$ cat src/rtl/imem_loader.sv
// -----------------------------------------------------------------------------
// imem_loader
//
// Boot loader on the write side of the instruction memory. It accepts a byte
// stream over a valid/ready handshake and packs four bytes into one 32-bit
// instruction word. The first byte becomes the MSB. Words are written into imem
// from word address 0 upward. The processor is held in reset until a complete
// program has been loaded without error.
//
// Ports:
//   clock       system clock; all logic on the rising edge
//   reset       synchronous, active-high reset
//   start       single-cycle pulse that begins a load session
//   in_valid    byte-stream valid
//   in_data     byte-stream data
//   in_last     final byte of the program (qualified by in_valid)
//   in_ready    byte-stream ready; high only while loading
//   wren_imem   imem write enable, one-cycle pulse per word
//   waddr_imem  imem write word address
//   d_imem      imem write data
//   proc_reset  processor reset; 1 holds the core in reset
//   word_count  words written in the current or last session
//   load_error  sticky error flag for the current session
// -----------------------------------------------------------------------------
module imem_loader #(
    parameter int ADDR_WIDTH = 12,
    parameter int MAX_WORDS  = 4096
) (
    input  logic                  clock,
    input  logic                  reset,
    input  logic                  start,
    input  logic                  in_valid,
    input  logic [7:0]            in_data,
    input  logic                  in_last,
    output logic                  in_ready,
    output logic                  wren_imem,
    output logic [ADDR_WIDTH-1:0] waddr_imem,
    output logic [31:0]           d_imem,
    output logic                  proc_reset,
    output logic [ADDR_WIDTH:0]   word_count,
    output logic                  load_error
);

    typedef enum logic [1:0] {
        S_IDLE  = 2'd0,
        S_LOAD  = 2'd1,
        S_RUN   = 2'd2,
        S_ERROR = 2'd3
    } state_e;

    localparam logic [ADDR_WIDTH:0] MAX_COUNT = (ADDR_WIDTH+1)'(MAX_WORDS);
    localparam logic [ADDR_WIDTH:0] ONE_WORD  = (ADDR_WIDTH+1)'(1);

    state_e                state_q,      state_d;
    logic [1:0]            byte_idx_q,   byte_idx_d;
    // Only bytes 0..2 are held here; byte 3 goes straight into the write data.
    logic [23:0]           asm_q,        asm_d;
    logic                  wren_q,       wren_d;
    logic [ADDR_WIDTH-1:0] waddr_q,      waddr_d;
    logic [31:0]           data_q,       data_d;
    logic [ADDR_WIDTH:0]   count_q,      count_d;
    logic                  error_q,      error_d;
    logic                  proc_reset_q, proc_reset_d;
    logic                  accept;

    // NOTE: every signal written in this block gets a default first, so no path
    // through the case statement leaves a value unassigned and infers a latch.
    always_comb begin
        state_d    = state_q;
        byte_idx_d = byte_idx_q;
        asm_d      = asm_q;
        wren_d     = 1'b0;
        waddr_d    = waddr_q;
        data_d     = data_q;
        count_d    = count_q;
        error_d    = error_q;
        accept     = in_valid && (state_q == S_LOAD);

        unique case (state_q)
            S_IDLE, S_RUN, S_ERROR: begin
                if (start) begin
                    state_d    = S_LOAD;
                    byte_idx_d = 2'd0;
                    count_d    = '0;
                    error_d    = 1'b0;
                end
            end
            S_LOAD: begin
                // A start pulse is ignored here, so a session cannot restart
                // part of the way through a word.
                if (accept) begin
                    if (count_q == MAX_COUNT) begin
                        // Memory is full, so any further byte is an overflow.
                        error_d = 1'b1;
                        state_d = S_ERROR;
                    end else if (byte_idx_q == 2'd3) begin
                        wren_d     = 1'b1;
                        waddr_d    = count_q[ADDR_WIDTH-1:0];
                        data_d     = {asm_q, in_data};
                        count_d    = count_q + ONE_WORD;
                        byte_idx_d = 2'd0;
                        if (in_last) begin
                            state_d = S_RUN;
                        end
                    end else if (in_last) begin
                        // Program length is not a multiple of four bytes.
                        error_d = 1'b1;
                        state_d = S_ERROR;
                    end else begin
                        case (byte_idx_q)
                            2'd0:    asm_d[23:16] = in_data;
                            2'd1:    asm_d[15:8]  = in_data;
                            default: asm_d[7:0]   = in_data;
                        endcase
                        byte_idx_d = byte_idx_q + 2'd1;
                    end
                end
            end
            default: state_d = S_IDLE;
        endcase

        // The core is released only after RUN has lasted one full cycle. This
        // places the release one cycle after the final write pulse. A start
        // pulse in RUN raises the reset again on the very next cycle.
        proc_reset_d = !((state_q == S_RUN) && (state_d == S_RUN));
    end

    // NOTE: state is updated with non-blocking assignments, so every register
    // samples the pre-edge value of every other register.
    always_ff @(posedge clock) begin
        if (reset) begin
            state_q      <= S_IDLE;
            byte_idx_q   <= 2'd0;
            asm_q        <= '0;
            wren_q       <= 1'b0;
            waddr_q      <= '0;
            data_q       <= '0;
            count_q      <= '0;
            error_q      <= 1'b0;
            proc_reset_q <= 1'b1;
        end else begin
            state_q      <= state_d;
            byte_idx_q   <= byte_idx_d;
            asm_q        <= asm_d;
            wren_q       <= wren_d;
            waddr_q      <= waddr_d;
            data_q       <= data_d;
            count_q      <= count_d;
            error_q      <= error_d;
            proc_reset_q <= proc_reset_d;
        end
    end

    assign in_ready   = (state_q == S_LOAD);
    assign wren_imem  = wren_q;
    assign waddr_imem = waddr_q;
    assign d_imem     = data_q;
    assign proc_reset = proc_reset_q;
    assign word_count = count_q;
    assign load_error = error_q;

endmodule

$ cat config.mk
export PLATFORM = sky130hd
export DESIGN_NAME = imem_loader
export DESIGN_NICKNAME = d
export VERILOG_FILES = /design/src/rtl/imem_loader.sv
export SDC_FILE = /design/constraint.sdc
export NUM_CORES = 1
export LEC_CHECK = 0
export BUFFER_PORTS_ARGS = -buffer_cell sky130_fd_sc_hd__buf_2
export CAP_MARGIN = 10
export CORE_MARGIN = 2
export CORE_UTILIZATION = 45
export CTS_BUF_LIST = sky130_fd_sc_hd__clkbuf_4
export DETAILED_ROUTE_END_ITERATION = 8
export PLACE_DENSITY = 0.7
export SETUP_SLACK_MARGIN = 0.02
export SLEW_MARGIN = 20
export SYNTH_ARGS = -nofsm -noshare
export SYNTH_HDL_FRONTEND = slang
export SYNTH_SLANG_ARGS = --single-unit
$ cat constraint.sdc
create_clock -name clock -period 2 [get_ports clock]
set_clock_uncertainty 0.1 [all_clocks]
set_input_delay 0.2 -clock clock [delete_from_list [all_inputs] [get_ports clock]]
set_output_delay 0.2 -clock clock [all_outputs]
set_load 0.05 [all_outputs]
Yosys cells after proc, flatten, opt, wreduce, memory -nomap -nowiden
Cells that the tools add are included.
{"block": "totals", "regBits": 88, "out_inout_bits": 61, "input_bits": 13, "elab_cells": 73}
{"block": "classes", "n_addsub": 2, "reduce_logical": 15, "eq_ne": 14, "muxes": 25, "bitwise": 6}
{"op": "$mux W13", "n": 4}
{"op": "$pmux W13 S2", "n": 1}
{"op": "$mux W2", "n": 11}
{"op": "$reduce_and A6 Y1", "n": 3}
{"op": "$reduce_and A4 Y1", "n": 4}
{"op": "$add A13 B1 Y13 const B", "n": 1}
{"op": "$eq A13 B13 Y1 const B", "n": 1}
{"op": "$eq A2 B2 Y1 const B", "n": 4}
{"op": "$pmux W2 S2", "n": 2}
{"op": "$mux W1", "n": 6}
{"op": "$ne A3 B2 Y1 const B", "n": 2}
{"op": "$not A1 Y1", "n": 6}
{"op": "$eq A2 B1 Y1 const B", "n": 2}
{"op": "$logic_not A2 Y1", "n": 2}
{"op": "$ne A2 B1 Y1 const B", "n": 2}
{"op": "$ne A2 B2 Y1 const B", "n": 2}
{"op": "$reduce_or A4 Y1", "n": 1}
{"op": "$ne A3 B3 Y1 const B", "n": 1}
{"op": "$reduce_or A3 Y1", "n": 1}
{"op": "$add A2 B1 Y2 const B", "n": 1}
{"op": "$logic_and A1 B1 Y1", "n": 2}
{"op": "$pmux W1 S2", "n": 1}
{"op": "$reduce_or A2 Y1", "n": 1}
{"op": "$logic_not A1 Y1", "n": 1}

Depth between registers and ports, before layout
Gate-level depths: netlist (run 1).
{"block": "logic_depth", "depth_word": 8, "depth_mapped": 8}

Worst setup path before layout (run 1)
No wires, ideal clock.
{"block": "synth_path", "path_type": "register to register", "start": "register count_q[0], in the netlist word_count[0]", "end": "register count_q[10], in the netlist word_count[10]", "stages_incl_launch_ff": 6, "arrival_ns": 1.956, "path_buffers": 0, "path_slack_ns": -0.191, "setup_ns": 0.135, "path_cell_list": "dfxtp_1 -> ha_1 -> and2_1 -> or3b_2 -> o311ai_0 -> o41ai_1"}
{"block": "synth_between", "elab_chain_cells": 5, "elab_cells_between_ends": 8}
{"element": "start, declared", "line_no": "61", "text": "logic [ADDR_WIDTH:0] count_q, count_d;"}
{"element": "start signal, assigned", "line_no": "148", "text": "count_q <= count_d;"}
{"element": "$add A13 B1 Y13", "line_no": "100", "text": "count_d = count_q + ONE_WORD;"}
{"element": "$mux W13", "line_no": "96", "text": "end else if (byte_idx_q == 2'd3) begin"}
{"element": "$mux W13", "line_no": "92", "text": "if (count_q == MAX_COUNT) begin"}
{"element": "$mux W13", "line_no": "91", "text": "if (accept) begin"}
{"element": "$pmux W13 S2", "line_no": "79", "text": "unique case (state_q)"}
Parallel ways exist; a longest one is shown, timed or not. The select of a mux whose other input is x is not followed.
A chain may end at the register's enable or synchronous reset.

Worst setup path in the final report (run 1)
{"block": "layout_path", "start": "register byte_idx_q[1]", "end": "register count_q[12], in the netlist word_count[12]"}
{"block": "layout_between", "elab_chain_cells": 3}
{"element": "start, declared", "line_no": "55", "text": "logic [1:0] byte_idx_q, byte_idx_d;"}
{"element": "start signal, assigned", "line_no": "143", "text": "byte_idx_q <= byte_idx_d;"}
{"element": "$eq A2 B2 Y1", "line_no": "96"}
{"element": "$ne A2 B1 Y1 (no line)"}
{"element": "$reduce_and A4 Y1 (no line)"}
No other way between the ends.

==> results summary, run 1 <==
Each instance of the synthesized netlist takes up on average 8.91 um2. The flip-flop and latch count after synthesis came out at 88. The share of post-route cells with drive strength above 1 is 25.1%. The sequential element share of the synthesized area came out at 49.9%.

The post-detailed-route via-to-cell ratio came out at 5.03. The static leakage power came out at 1.80 nW. The initial antenna violation count was 0. The number of pins exceeding their max-slew limit in the final report is 0. The number of sinks on the clock net came out at 88. The internal power contribution came out at 2.21 mW. The number of buffers added by the clock tree synthesis step is 9. The overall die area came out at 0.00857 mm2. The critical path buffer and inverter count is 0. The power density normalized to cell area came out at 663 mW/mm2. The number of cells on the worst hold path came out at 2. The first detailed-routing pass ran for 4 iterations. The timing-limited maximum frequency is 531 MHz. The maximum number of pins on one net before global-route repair is 75. 0 antenna diodes ended up in the layout. The routed via count is 2962. The wire length of the first global-routing pass came out at 12900 um. The number of synthesized flops with an enable pin is 0. The width of the die is 92.6 um.

The count of unresolved DRC violations after routing is 0. The post-synthesis to final-layout area growth came out at 22.8%. The post-route antenna net violation count came out at 0. In the layout the commonest cells are nand2_1 (94), dfxtp_1 (80), buf_2 (73). The count of buffers added on input and output ports is 73. The portion of total power attributed to sequential cells is 61.5%. The path class of the tightest hold or removal check is primary input to register. At the worst endpoint, the arrival time is 2.15 ns. The final net count is 500.

The path type of the worst setup path is register to register. The clock latency on the worst-skew pair is 0.42 ns. The most numerous cell type found on the critical path is a21oi_1.

Leaving out fill and tap cells, the most frequent cell in the layout is nand2_1. The final cell utilization of the core came out at 56.7%. The detailed router finished its first iteration with 118 violations. The count of maximum capacitance violations came out at 0. The clock-pin slew on the worst setup and hold paths came out at 0.13 ns. Among all flip-flop cells after synthesis, the most frequent one is dfxtp_1.

The via count of the first global-routing pass was 2697. TritonCTS built the clock tree. The total routing usage reported by global routing is 18.9%. The worst setup path is captured at a register.

The proportion of power drawn by combinational gates came out at 4.8%. The placed wire-length estimate is 5500 um. Setup repair after global routing left no endpoint under its margin. The number of cells on the worst reg-to-reg path is 5. The remaining max-slew budget at the tightest pin is 69.9%. After layout, the design draws a total of 2.87 mW. The transition at the pin with the smallest max-transition slack is 0.452 ns.

VDD sags by at most 373 uV. STA puts the critical path data required time at 2.26 ns. The per-cell routed wire length came out at 13.4 um. The worst setup path is launched from a register. The number of hold violations in the final report is 0. The number of instances in the synthesized netlist is 396.

Routability-driven placement finished with a final weighted congestion of 0.839. For this run, the slowest stage of the critical path takes 0.54 ns. Summing every instance area after synthesis gives 0.00353 mm2. The post-synthesis net count is 414. During I/O placement, the number of pins put on the boundary was 74. The number of gates on the worst path with buffers counted came out at 5. The post-route minimum period is 1.88 ns.

The die height is 92.6 um. Once the floorplan was initialized, standard cells occupied 46.1% of the core. The flow ran to the end, and the final reports show no timing, DRC or antenna violations. The total of endpoints with negative setup slack in the final report is 0. Grouping stages by cell kind, the critical path spends the most delay in simple AND/OR/NAND/NOR gates. The share of total power in the clock network came out at 33.7%. The count of synthesis-stage warnings from yosys is 0. The final cycle utilization of the critical path came out at 94.1%.

The row count is 32. In this run the clock root is driven by a clkbuf_4. The pre-CTS worst setup slack came out at 0.0592 ns.

The switching component of the power is 665 uW. The level count of the clock H-tree came out at 3. Setup slack on the critical path of the routed design comes to 0.118 ns. The total wire length after detailed routing is 7880 um. The signal on the critical path passes through ha_2 > and4b_1 > a21oi_1 > or4_1 > a21oi_1.

In this run the deepest clock path goes through 2 buffers. The count of distinct cell types in the synthesized netlist is 45. Of all flip-flops after synthesis, the portion carrying an async set or reset was 0%.

The switching power as a share of total power came out at 23.1%. The area inside the core boundary came out at 0.00765 mm2. The largest driver fanout on the critical path is 6.

The largest individual stage delay along the critical path comes from the cell or4_1. After global routing the overflow that remains totals 0.
final timing paths:
check	start	end	slack (ns)
min reg2reg	asm_q[0]	d_imem[8]	0.36
min	reset	waddr_imem[11]	0.02
max	byte_idx_q[1]	word_count[12]	0.12
max reg2reg	byte_idx_q[1]	word_count[12]	0.12
kinds of logic after synthesis:
logic type | count (synthesis) | synth area share [%]
mux | 25 | 7.09
simple gates | 176 | 25.1
xor+xnor | 5 | 1.24
flops | 88 | 49.9
buf+inv | 29 | 4.01
compound gates | 68 | 10.8
fa+ha+maj | 5 | 1.77
sequential cells by signal, summed over array words and instances (netlist names):
signal / count
asm_q: 24
byte_idx_q: 2
d_imem: 32
load_error: 1
proc_reset: 1
state_q: 2
waddr_imem: 12
word_count: 13
wren_imem: 1
cell type report:
| cell class | instances | area [um2] |
|---|---|---|
| fill | 732 | 3310 |
| multi-input combinational | 279 | 1660 |
| clock inverter | 6 | 60.1 |
| sequential | 88 | 1770 |
| tap | 102 | 128 |
| timing repair buffer | 97 | 612 |
| clock buffer | 10 | 75.1 |
| inverter | 7 | 26.3 |
timing repair:
item                       CTS  global route
resized for setup            0             4
hold buffers                10             0
setup endpoints to repair    0            72
setup buffers                0             2
hold endpoints to repair     9             0
Yosys cell counts, drive strengths merged, types with 2 or more instances:
cell | n | area [um2]
nand2 | 94 | 353
dfxtp | 88 | 1760
a21oi | 52 | 260
nand2b | 35 | 219
mux2i | 25 | 250
clkbuf | 12 | 45.0
buf | 10 | 70.1
nor2 | 10 | 37.5
inv | 7 | 26.3
nand3 | 7 | 50.1
ha | 5 | 62.6
o31ai | 5 | 37.5
or3 | 4 | 30.0
and3 | 3 | 20.0
nand3b | 3 | 22.5
or4 | 3 | 22.5
xnor2 | 3 | 26.3
a211oi | 2 | 15.0
and2 | 2 | 12.5
nand4 | 2 | 18.8
nor2b | 2 | 12.5
nor3 | 2 | 10.0
nor3b | 2 | 15.0
nor4 | 2 | 12.5
nor4b | 2 | 23.8
o21ai | 2 | 10.0
xor2 | 2 | 17.5
per-layer routing:
metal	GRT usage [%]	vias up	share of wire [%]	wire, um
li1	-	1504	-	-
met4	8.58	0	1.8	145
met2	29.1	77	44	3490
met5	0	-	0	0
met3	3.82	10	4.9	389
met1	25.6	1371	49	3850
power by group through the flow:
| stage | Clock [mW] | Sequential, mW | Combinational (mW) |
|---|---|---|---|
| after floorplan | 0 | 1.81 | 0.0781 |
| after global placement | 0 | 1.81 | 0.121 |
| after detailed placement | 0 | 1.81 | 0.122 |
| after CTS | 0.990 | 1.77 | 0.137 |
| after global routing | 1.08 | 1.77 | 0.149 |
| final | 0.968 | 1.77 | 0.137 |
stage by stage:
step	cell area (um2)	instances	hold slack (ns)	TNS, ns
final	4330	589	0.0239	0
after global routing	4330	589	0.0253	0
after CTS	4300	587	0.00553	0
after detailed placement	4070	561	0.343	0
after global placement	4070	561	0.341	0
after floorplan	3550	396	0.196	-0.0260
Note: power is estimated with default switching activity, not from simulation.
==> run 2, diff against run 1 <==
CORE_MARGIN = 4   (was 2)
==> results summary, run 2 (synthesized netlist as in run 1, its figures left out) <==
The proportion of power drawn by combinational gates came to 4.8% (about the same). The final net count came out at 502 (was 500). The static leakage power was 1.79 nW (was 1.80 nW). The remaining max-slew budget at the tightest pin was 72.2% (was 69.9%). Most used cells in the layout excluding fill and tap cells: nand2_1 (94), dfxtp_1 (80), buf_2 (73) (unchanged).

The number of buffers added by the clock tree synthesis step is 9 (unchanged). The via count of the first global-routing pass came to 2766 (was 2697). The reg-to-reg startpoint is byte_idx_q[1] (unchanged). The critical path data arrival time came out at 2.13 ns (was 2.15 ns).

The placer's final routability congestion estimate is 0.872 (was 0.839). The total wire length after detailed routing is 8200 um (was 7880 um). The cell at the slowest stage of the critical path was or4_1 (unchanged).

The area inside the core boundary came out at 0.00769 mm2 (was 0.00765 mm2). The type of element capturing the critical path is a register (unchanged). The power density normalized to cell area came out at 665 mW/mm2 (was 663 mW/mm2).

The number of flip-flops under the largest register name is 32 (unchanged). The share of post-route cells with drive strength above 1 came out at 24.6% (was 25.1%). The per-cell routed wire length is 13.9 um (was 13.4 um). The area of placed instances came out at 0.00406 mm2 (was 0.00407 mm2). The post-detailed-route via-to-cell ratio came to 5.09 (was 5.03). The number of cells on the worst reg-to-reg path is 5 (unchanged). The maximum single-stage delay on the critical path is 0.52 ns (was 0.54 ns). The clock-pin slew on the worst setup and hold paths came out at 0.14 ns (was 0.13 ns). The number of ports placed on the die boundary is 74 (unchanged). The total of endpoints with negative setup slack in the final report was 0 (unchanged).

The total routing usage reported by global routing came to 18.3% (was 18.9%). The path type of the worst setup path is register to register (unchanged). The number of iterations in the first detailed-routing pass is 4 (unchanged). The summed area of non-filler cells in the final layout was 0.00431 mm2 (was 0.00433 mm2). The number of pins exceeding their max-slew limit in the final report is 0 (unchanged).

The beginning of the worst hold path is asm_q[0] (was reset). The final cycle utilization of the critical path is 92.9% (was 94.1%). The width of the die came to 96.6 um (was 92.6 um).

The number of DRC violations after detailed-routing iteration 0 came out at 117 (was 118). The placed wire-length estimate came out at 5770 um (was 5500 um). The maximum buffer depth of the clock tree is 2 (unchanged). The worst path required time came out at 2.27 ns (was 2.26 ns). The end of the worst register-to-register path is word_count[12] (unchanged). The internal power contribution came to 2.19 mW (was 2.21 mW). Setup repair after global routing missed its margin: no (unchanged). The number of antenna diodes is 0 (unchanged). The flop-to-flop setup slack came to 0.14 ns (was 0.12 ns). The initial antenna violation count came out at 0 (unchanged). Crit path cell chain: ha_1 > and4b_1 > a21oi_1 > or4_1 > a21oi_1 (was ha_2 > and4b_1 > a21oi_1 > or4_1 > a21oi_1). The number of hold violations in the final report came out at 0 (unchanged). The sum of overflow across all layers after global routing is 0 (unchanged). The classification of the worst-slack hold path is register to register (was primary input to register). The share of total power in the clock network was 33.6% (was 33.7%).

The timing-limited maximum frequency came out at 538 MHz (was 531 MHz). The maximum number of pins on one net before global-route repair came out at 39 (was 75). The die height came out at 96.6 um (was 92.6 um). The level count of the clock H-tree is 3 (unchanged). The post-route antenna net violation count is 0 (unchanged). The clock latency on the worst-skew pair is 0.43 ns (was 0.42 ns). The transition at the pin with the smallest max-transition slack came out at 0.418 ns (was 0.452 ns). The initial core utilization came out at 45.9% (was 46.1%). The largest driver fanout on the critical path came out at 6 (unchanged).

The number of buffers added on ports is 73 (unchanged). The final total negative setup slack is 0 ns (unchanged). The switching component of the power is 678 uW (was 665 uW). The post-route minimum period came out at 1.86 ns (was 1.88 ns).

The end of the worst hold path is d_imem[8] (was waddr_imem[11]). The root cell of the clock tree is clkbuf_4 (unchanged). The kind of start point of the critical path is a register (unchanged). The wire length of the first global-routing pass came out at 13200 um (was 12900 um). The dominant cell type by count on the critical path is a21oi_1 (unchanged). The number of sinks on the clock net came out at 88 (unchanged). The portion of total power attributed to sequential cells is 61.6% (was 61.5%). The routed via count was 3006 (was 2962). The count of unresolved DRC violations after routing came out at 0 (unchanged). The switching power as a share of total power came out at 23.6% (was 23.1%).

The largest vdd supply drop is 390 uV (was 373 uV). The count of maximum capacitance violations came out at 0 (unchanged). The row count is 32 (unchanged). The overall die area came out at 0.00932 mm2 (was 0.00857 mm2). The post-synthesis to final-layout area growth came out at 22.3% (was 22.8%). Run status: finished, final reports clean (unchanged).

The CTS tree is built (unchanged). The most common library cell in the layout ignoring fill and taps was nand2_1 (unchanged). The number of cells on the worst hold path came out at 2 (unchanged).
-- run 2: metal layers --
metal  vias up  routed length (um)  track usage [%]
met2        84                3710             28.9
met5         -                   0                0
met1      1395                3910             24.4
met4         0                 144             6.07
li1       1512                   -                -
met3        15                 443             4.88
-- run 2: how the worst max path moves through the flow --
stage / startpoint / to / slack (ns)
after floorplan: word_count[2] / word_count[10] / -0.03
after global placement: word_count[0] / asm_q[10] / 0.15
after detailed placement: word_count[0] / asm_q[8] / 0.06
after CTS: word_count[0] / asm_q[9] / 0.05
after global routing: word_count[5] / asm_q[9] / 0.03
final: byte_idx_q[1] / word_count[12] / 0.14
-- run 2: metrics by stage --
stage          hold slack (ns)  std cells  power, mW  utilization [%]  setup WS (ns)
3_5_place_dp             0.344        563       1.92             52.8         0.0568
5_1_grt                  0.384        590       2.98             56.1         0.0269
2_1_floorplan            0.196        396       1.88                -        -0.0260
3_3_place_gp             0.340        563       1.92             52.8          0.154
4_1_cts                  0.354        590       2.89             56.0         0.0536
6_report                 0.354        590       2.87             56.1          0.142
-- run 2: worst max-delay path: cells and delay by family (launching register included) --
kind,cells,cell delay [ns]
AO/OA/AOI/OAI,2,0.27
adder cells (fa/ha/maj),1,0.22
flip-flops,1,0.37
AND/OR/NAND/NOR,2,0.83
-- run 2: power by group through the flow --
stage	clock [mW]	combinational, mW	sequential [mW]
global route	1.05	0.153	1.77
detailed placement	0	0.120	1.81
floorplan	0	0.0781	1.81
CTS	0.986	0.138	1.77
global placement	0	0.118	1.80
finish	0.962	0.138	1.77
-- run 2: final cells by class --
cell class | count | area [um2]
Fill cell | 736 | 3370
Clock inverter | 6 | 60.1
Inverter | 7 | 26.3
Tap cell | 102 | 128
Sequential cell | 88 | 1770
Clock buffer | 9 | 67.6
Multi-Input combinational cell | 279 | 1660
Timing Repair Buffer | 99 | 603
-- run 2: repair_timing --
action	CTS	global route
hold buffers	12	0
endpoints found under the hold margin	12	0
resized for setup	0	1
endpoints found under the setup margin	0	53
setup buffers	0	0
==> run 3, diff against run 2 <==
CORE_UTILIZATION = 35   (was 45)
GPL_TIMING_DRIVEN = 0   (was default)
PLACE_DENSITY = default   (was 0.7)
==> results summary, run 3 (synthesized netlist as in run 1, its figures left out) <==
The portion of total power attributed to sequential cells is 58.7% (was 61.6%). The post-synthesis to final-layout area growth came to 24.6% (was 22.3%). The row count is 36 (was 32).

The worst path required time is 2.26 ns (was 2.27 ns). The clock latency on the worst-skew pair came out at 0.43 ns (about the same). The critical path data arrival time is 2.19 ns (was 2.13 ns). The wire length of the first global-routing pass came out at 14700 um (was 13200 um). The number of buffers added by the clock tree synthesis step is 9 (unchanged). The number of pins exceeding their max-slew limit in the final report came out at 0 (unchanged).

The number of sinks on the clock net is 88 (unchanged). The number of hold violations in the final report came out at 0 (unchanged). The timing-limited maximum frequency is 518 MHz (was 538 MHz). The final cycle utilization of the critical path came out at 96.5% (was 92.9%). Run status: finished, final reports clean (unchanged). The total of endpoints with negative setup slack in the final report came to 0 (unchanged). The transition at the pin with the smallest max-transition slack is 0.494 ns (was 0.418 ns). The power density normalized to cell area is 685 mW/mm2 (was 665 mW/mm2). The CTS tree was built (unchanged). The area of placed instances is 0.00408 mm2 (was 0.00406 mm2).

The maximum number of pins on one net before global-route repair came out at 15 (was 39). The placed wire-length estimate came out at 6540 um (was 5770 um). The initial antenna violation count is 0 (unchanged). The switching power as a share of total power is 22.6% (was 23.6%). The area inside the core boundary was 0.00977 mm2 (was 0.00769 mm2). The placer's final routability congestion estimate came out at 0.794 (was 0.872).

The via count of the first global-routing pass is 3036 (was 2766). The die height is 108 um (was 96.6 um). The maximum buffer depth of the clock tree came out at 2 (unchanged).

The type of element capturing the critical path is a register (unchanged). The proportion of power drawn by combinational gates came to 4.7% (was 4.8%). The number of ports placed on the die boundary is 74 (unchanged).

The internal power contribution came out at 2.33 mW (was 2.19 mW). The count of maximum capacitance violations came out at 0 (unchanged). The share of total power in the clock network came out at 36.6% (was 33.6%).

The post-route antenna net violation count was 0 (unchanged). The classification of the worst-slack hold path is primary input to register (was register to register). The maximum single-stage delay on the critical path came to 0.51 ns (was 0.52 ns). The total routing usage reported by global routing is 15.8% (was 18.3%).

The root cell of the clock tree is clkbuf_4 (unchanged). The switching component of the power was 680 uW (was 678 uW). The routed via count is 2990 (was 3006). The largest vdd supply drop is 360 uV (was 390 uV).

The final total negative setup slack came to 0 ns (unchanged). The remaining max-slew budget at the tightest pin came to 67.0% (was 72.2%). The overall die area came out at 0.0118 mm2 (was 0.00932 mm2).

The sum of overflow across all layers after global routing is 0 (unchanged). The number of DRC violations after detailed-routing iteration 0 is 115 (was 117). The number of antenna diodes is 0 (unchanged). The clock-pin slew on the worst setup and hold paths came out at 0.13 ns (was 0.14 ns).

The share of post-route cells with drive strength above 1 is 24.6% (about the same). The post-route minimum period is 1.93 ns (was 1.86 ns). The static leakage power is 1.80 nW (was 1.79 nW). The level count of the clock H-tree came to 3 (unchanged). The number of iterations in the first detailed-routing pass is 4 (unchanged). The final net count came out at 509 (was 502). Setup repair after global routing missed its margin: yes (was no). Crit path cell chain: ha_2 > nand4b_1 > a31o_4 > or4_1 > a21oi_1 (was ha_1 > and4b_1 > a21oi_1 > or4_1 > a21oi_1).

The kind of start point of the critical path was a register (unchanged). Most used cells in the layout excluding fill and tap cells: nand2_1 (94), dfxtp_1 (79), buf_2 (76) (was nand2_1 (94), dfxtp_1 (80), buf_2 (73)). The summed area of non-filler cells in the final layout is 0.00440 mm2 (was 0.00431 mm2). The most common library cell in the layout ignoring fill and taps was nand2_1 (unchanged). The cell at the slowest stage of the critical path is or4_1 (unchanged). The number of flip-flops under the largest register name was 32 (unchanged). The initial core utilization came out at 36.1% (was 45.9%).

The total wire length after detailed routing is 8760 um (was 8200 um). The number of buffers added on ports is 73 (unchanged). The width of the die is 108 um (was 96.6 um). The count of unresolved DRC violations after routing is 0 (unchanged). The largest driver fanout on the critical path is 6 (unchanged). The per-cell routed wire length came out at 13.9 um (about the same). The post-detailed-route via-to-cell ratio is 4.75 (was 5.09). The path type of the worst setup path is register to register (unchanged).
==> run 3: cell count changes in the layout (fill, tap and decap cells not counted), sizes merged <==
cell / previous run / this run
dlygate4sd3: 12 / 10
buf: 87 / 83
inv: 8 / 7
bufinv: 1 / 2
clkbuf: 9 / 23
==> run 3: layer usage <==
layer / global-route usage [%] / vias to the layer above / wire length (um)
met5: 0 / - / 0
met4: 5.50 / 0 / 143
met3: 2.99 / 14 / 288
met2: 25.0 / 52 / 3950
met1: 21.6 / 1395 / 4370
li1: - / 1529 / -
==> run 3: cell type report <==
type	count	area [um2]
well taps	133	166
multi-input cells	279	1660
clock inverters	6	83.8
clock buffers	10	75.1
inverters	7	26.3
flip-flops and latches	88	1780
fillers	1010	5380
repair buffers	84	473
plain buffers	22	133
==> run 3: power groups by stage <==
stage / clock network (mW) / logic (mW) / registers (mW)
2_1_floorplan: 0 / 0.0781 / 1.81
3_3_place_gp: 0 / 0.126 / 1.81
3_5_place_dp: 0 / 0.128 / 1.81
4_1_cts: 1.13 / 0.144 / 1.77
5_1_grt: 1.19 / 0.158 / 1.77
6_report: 1.10 / 0.143 / 1.77
==> run 3: path summary, 6_finish.rpt <==
path	endpoint	depth (start not counted)	startpoint	slack, ns
hold / removal	load_error	3	in_valid	0.02
setup / recovery	word_count[8]	5	byte_idx_q[0]	0.07
setup reg to reg	word_count[8]	5	byte_idx_q[0]	0.07
hold reg to reg	d_imem[29]	2	d_imem[29]	0.36
==> run 3: what timing repair did <==
item	4_1_cts	5_1_grt
endpoints found under the setup margin	49	67
pin swaps	1	0
hold buffers	10	0
resized for setup	6	12
setup buffers	1	0
endpoints found under the hold margin	10	0
==> run 3: critical path, delay by kind of cell, from the launching register on <==
kind | cells | cell delay, ns
flip-flops | 1 | 0.39
AO/OA/AOI/OAI | 2 | 0.44
AND/OR/NAND/NOR | 2 | 0.71
adder cells (fa/ha/maj) | 1 | 0.23
==> run 3: per-stage QoR <==
| step | setup WS [ns] | cells | hold slack [ns] | util [%] | power (mW) |
|---|---|---|---|---|---|
| 2_1_floorplan | -0.0260 | 396 | 0.196 | - | 1.88 |
| 3_3_place_gp | -0.312 | 602 | 0.340 | 41.7 | 1.93 |
| 3_5_place_dp | -0.328 | 602 | 0.344 | 41.7 | 1.93 |
| 4_1_cts | 0.00478 | 629 | 0.000718 | 44.6 | 3.04 |
| 5_1_grt | -0.0307 | 629 | 0.0281 | 45.0 | 3.11 |
| 6_report | 0.0699 | 629 | 0.0210 | 45.0 | 3.01 |
